--- src/rtl/serial_add_ctrl_pkg.sv ---
// Shared types for the bit-serial adder/subtractor controller.
// Contents: FSM state type with fixed encoding (IDLE=0, RUN=1, DONE=2).
package serial_add_ctrl_pkg;

  typedef enum logic [1:0] {
    StIdle = 2'd0,
    StRun  = 2'd1,
    StDone = 2'd2
  } state_e;

endpackage

--- src/rtl/serial_add_ctrl_full_adder.sv ---
// Single-bit full adder cell, purely combinational.
// Ports:
//   A, B, C : addend bits and carry-in
//   S       : sum bit
//   Cy      : carry-out
module full_adder (
  input  logic A,
  input  logic B,
  input  logic C,
  output logic S,
  output logic Cy
);

  logic w_p;

  assign w_p = A ^ B;
  assign S   = w_p ^ C;
  assign Cy  = (A & B) | (C & w_p);

endmodule

--- src/rtl/serial_add_ctrl.sv ---
// Bit-serial adder/subtractor controller. One shared full_adder cell processes the operands
// LSB first, one bit per clock, through a carry flip-flop.
// Ports:
//   clk, rst_n : clock, asynchronous active-low reset
//   start      : operation request, sampled only in IDLE
//   sub        : 0 = a+b+cin, 1 = a-b (cin ignored)
//   a, b, cin  : operands and add-mode carry-in, sampled with start
//   busy       : high in RUN and DONE
//   done       : one-cycle pulse when sum/cout are updated
//   sum, cout  : registered result and final carry (sub mode: 1 = no borrow)
module serial_add_ctrl
  import serial_add_ctrl_pkg::*;
#(
  parameter int unsigned WIDTH = 8
) (
  input  logic             clk,
  input  logic             rst_n,
  input  logic             start,
  input  logic             sub,
  input  logic [WIDTH-1:0] a,
  input  logic [WIDTH-1:0] b,
  input  logic             cin,
  output logic             busy,
  output logic             done,
  output logic [WIDTH-1:0] sum,
  output logic             cout
);

  localparam int unsigned CntW = $clog2(WIDTH);
  localparam logic [CntW-1:0] CntLast = CntW'(WIDTH - 1);

  state_e           r_state;
  logic [WIDTH-1:0] r_a_sh;
  logic [WIDTH-1:0] r_b_sh;
  logic [WIDTH-1:0] r_res_sh;
  logic [CntW-1:0]  r_cnt;
  logic             r_carry;
  logic             r_busy;
  logic             r_done;
  logic [WIDTH-1:0] r_sum;
  logic             r_cout;

  logic             w_s;
  logic             w_cy;
  logic [WIDTH-1:0] w_res_next;

  full_adder u_fa (
    .A  (r_a_sh[0]),
    .B  (r_b_sh[0]),
    .C  (r_carry),
    .S  (w_s),
    .Cy (w_cy)
  );

  // New sum bit enters at the MSB so that after WIDTH shifts bit 0 sits at the LSB.
  assign w_res_next = {w_s, r_res_sh[WIDTH-1:1]};

  always_ff @(posedge clk or negedge rst_n) begin
    if (!rst_n) begin
      r_state  <= StIdle;
      r_a_sh   <= '0;
      r_b_sh   <= '0;
      r_res_sh <= '0;
      r_cnt    <= '0;
      r_carry  <= 1'b0;
      r_busy   <= 1'b0;
      r_done   <= 1'b0;
      r_sum    <= '0;
      r_cout   <= 1'b0;
    end else begin
      unique case (r_state)
        StIdle: begin
          if (start) begin
            // Subtraction as a + ~b + 1: invert B and force the initial carry.
            r_a_sh  <= a;
            r_b_sh  <= sub ? ~b : b;
            r_carry <= sub ? 1'b1 : cin;
            r_cnt   <= '0;
            r_busy  <= 1'b1;
            r_state <= StRun;
          end
        end
        StRun: begin
          r_res_sh <= w_res_next;
          r_a_sh   <= {1'b0, r_a_sh[WIDTH-1:1]};
          r_b_sh   <= {1'b0, r_b_sh[WIDTH-1:1]};
          r_carry  <= w_cy;
          r_cnt    <= r_cnt + 1'b1;
          if (r_cnt == CntLast) begin
            r_sum   <= w_res_next;
            r_cout  <= w_cy;
            r_done  <= 1'b1;
            r_state <= StDone;
          end
        end
        StDone: begin
          r_done  <= 1'b0;
          r_busy  <= 1'b0;
          r_state <= StIdle;
        end
        default: begin
          r_done  <= 1'b0;
          r_busy  <= 1'b0;
          r_state <= StIdle;
        end
      endcase
    end
  end

  assign busy = r_busy;
  assign done = r_done;
  assign sum  = r_sum;
  assign cout = r_cout;

endmodule

--- config.mk ---
export PLATFORM = sky130hd
export DESIGN_NAME = serial_add_ctrl
export DESIGN_NICKNAME = d
export VERILOG_FILES = /design/src/rtl/serial_add_ctrl_pkg.sv /design/src/rtl/serial_add_ctrl_full_adder.sv /design/src/rtl/serial_add_ctrl.sv
export SDC_FILE = /design/constraint.sdc
export NUM_CORES = 1
export LEC_CHECK = 0
export ABC_AREA = 1
export CAP_MARGIN = 25
export CELL_PAD_IN_SITES_DETAIL_PLACEMENT = 0
export CELL_PAD_IN_SITES_GLOBAL_PLACEMENT = 1
export CORE_ASPECT_RATIO = 1.25
export CORE_MARGIN = 3
export CORE_UTILIZATION = 42
export CTS_CLUSTER_DIAMETER = 50
export DETAILED_ROUTE_END_ITERATION = 8
export GPL_TIMING_DRIVEN = 0
export PLACE_DENSITY_LB_ADDON = 0.1
export SYNTH_ARGS = -nofsm -noshare
export SYNTH_HDL_FRONTEND = slang
export SYNTH_SLANG_ARGS = --single-unit
--- constraint.sdc ---
create_clock -name clk -period 3.5 [get_ports clk]
set_clock_uncertainty 0.2 [all_clocks]
set_input_delay 0.7 -clock clk [delete_from_list [all_inputs] [get_ports clk]]
set_output_delay 0.7 -clock clk [all_outputs]
set_load 0.05 [all_outputs]
==> results_dict.tcl <==
set metrics [dict create \
    finalCriticalPeriod_ns 2.35 \
    insertion_delay_ns 0.29 \
    final_max_slew_viol_count 0 \
    start_util_pct 44.3 \
    grt_overflow 0 \
    cts_hold_buf 0 \
    syn_area_sq_mm 0.00184 \
    first_iter_violations 65 \
    timing.setup.tns_ns 0 \
    ant_nets 0 \
    io_pins 32 \
    slowest_stage "clkdlybuf4s50_1" \
    root_buffer "clkbuf_8" \
    path_clk_slew_ns 0.08 \
    die_h_um 80.1 \
    yosys_warnings 0 \
    die_area_sq_mm 0.00522 \
    clk_path_buf_depth 2 \
    cts_resized 0 \
    fmax_mhz 426 \
    grt_use_total_pct 15.3 \
    final.period_utilization_pct 67.1 \
    holdWs_ns 0.284 \
    synth_top_area_share_pct 54.3 \
    fillers 430 \
    grt_pass1_vias 1344 \
    grt_pass1_wl_mm 6.20 \
    max_stage_delay_ns 0.80 \
    io_buffers 29 \
    path_buf_inv 1 \
    outcome "completed" \
    firstDrtPassIters 4 \
    wirelength_mm 3.60 \
    power-per-cell-area_mw_per_mm2 859 \
    start_kind "register" \
    grt_max_degree 41 \
    rows 26 \
    finalSetupViolations 0 \
    avgSynthCellArea_sq_um 8.57 \
    hold_class "reg2reg" \
    wl_per_cell_um 11.7 \
    slew_headroom_pct 41.4 \
    p_leak_nw 1.17 \
    vias 1454 \
    grt_antenna_before_repair 0 \
    gp_congestion 0.724 \
    fp.dieW_um 65.3 \
    coreArea_sq_mm 0.00416 \
    drive_above_1_share_pct 12.3 \
    syn_inst 215 \
    rsz0062_at_grt "no" \
    crit_family "buffers and inverters" \
    peakVddDrop_uv 258 \
    area_growth_pct 24.3 \
    final_cells 308 \
    worst-endpoint-required_ns 2.60 \
    worstMarginPinSlew_ns 0.880 \
    dp.cells 300 \
    htreeDepth 2 \
    numCtsBuffers 5 \
    preCtsSetupSlack_ns 1.45 \
    yosys.area.top_type "dfrtp_1" \
    finalHoldViolCount 0 \
    maxCapViolations 0 \
    finalPower_mw 1.97 \
    insertedDiodeCount 0 \
    drc 0 \
    critical_path.endpoint_type "primary output" \
    syn_nets 239 \
    postCtsSetupBuffers 0 \
    ys_seq_elements 40 \
    place_hpwl_mm 2.56 \
    path_cells "clkdlybuf4s50_1" \
    cts.sinks 40 \
    path_max_fanout 2 \
    cts_tree "yes" \
    fin_nets 275 \
    timing.final.ws_setup_ns 1.15 \
    synth.distinct_cells 19 \
    critPathArrivalTime_ns 1.45 \
    via_per_inst 4.72 \
    ys_seq_area_share_pct 54.3 \
    synth.area.top_cells "dfrtp_1 54%, nand2_1 15%, nand3_1 11%" \
    critical_path_class "reg2out" \
]
==> cell families after synthesis <==
| logic type | after synthesis | share of synthesized area, % |
|---|---|---|
| simple gates | 125 | 29.4 |
| flops | 40 | 54.3 |
| buf+inv | 29 | 7.13 |
| compound gates | 17 | 6.25 |
| fa+ha+maj | 3 | 2.44 |
| xor+xnor | 1 | 0.475 |
==> Yosys cell counts <==
cell,instances
inv_1,19
nor2_2,1
a21oi_1,1
inv_2,1
nor2_4,1
o21ai_0,8
xor2_1,1
nand2_2,1
nand3_1,42
ha_1,2
nor2_1,3
nand2_1,76
buf_2,6
dfrtp_1,40
fa_1,1
buf_4,2
o21ai_2,8
nand2_4,1
buf_6,1
==> layout make-up <==
cell class	instances	area (sq um)	share of cell area [%]
buffer	9	56.3	2.46
clock buffer	6	82.6	3.60
clock inverter	2	10.0	0.437
inverter	20	75.1	3.28
multi-input combinational	146	711	31.0
sequential	40	1000	43.7
tap	56	70.1	3.06
timing repair buffer	29	285	12.5
==> sequential cells by signal, summed over array words and instances (netlist names) <==
signal    count
sum           8
r_b_sh        8
r_res_sh      7
cout          1
busy          1
r_carry       1
r_a_sh        8
r_state       2
r_cnt         3
done          1
==> layer usage <==
metal | vias up | GRT usage [%] | share of wire, %
met2 | 26 | 25.9 | 48
met3 | 5 | 3.92 | 3.8
li1 | 755 | - | -
met5 | - | 0 | 0
met1 | 668 | 19.2 | 47
met4 | 0 | 4.36 | 1.3
==> cells in the final DEF, fill, tap and decap left out, types with 3 or more instances in the layout <==
cell	netlist	routed
clkbuf_8	0	6
buf_2	6	7
o21ai_0	8	8
o21ai_2	8	8
dfrtp_1	40	40
clkdlybuf4s50_1	0	28
nand2_1	76	76
inv_1	19	19
nor2_1	3	3
nand3_1	42	42
==> power breakdown <==
group / internal (mW) / total, mW / switching, mW
clock: 0.157 / 0.312 / 0.155
sequential: 0.658 / 0.769 / 0.110
combinational: 0.311 / 0.887 / 0.577
total: 1.13 / 1.97 / 0.842
==> metrics by stage <==
stage,cell area (sq um),utilization (%)
finish,2290,55.0
global route,2290,55.0
floorplan,1840,-
detailed placement,2200,52.8
global placement,2200,52.9
CTS,2290,55.0
==> final timing paths <==
| path | startpoint | endpoint | slack (ns) | cells after the start |
|---|---|---|---|---|
| setup / recovery | sum[6]$_DFFE_PN0P_ | sum[6] | 1.15 | 1 |
| hold / removal | sum[3]$_DFFE_PN0P_ | sum[3]$_DFFE_PN0P_ | 0.28 | 2 |
| setup reg to reg | r_state[1]$_DFFE_PN0P_ | r_state[0]$_DFFE_PN0P_ | 1.94 | 5 |
| hold reg to reg | sum[3]$_DFFE_PN0P_ | sum[3]$_DFFE_PN0P_ | 0.28 | 2 |
| max in group asynchronous | rst_n | r_a_sh[3]$_DFFE_PN0P_ | 2.22 | 1 |
| min in group asynchronous | rst_n | sum[5]$_DFFE_PN0P_ | 0.32 | 1 |
==> worst min-delay path: cells and delay by family (launching register included) <==
kind | cells | cell delay (ns)
AO/OA/AOI/OAI | 1 | 0.05
flip-flops | 1 | 0.35
AND/OR/NAND/NOR | 1 | 0.06
Note: power is estimated with default switching activity, not from simulation.
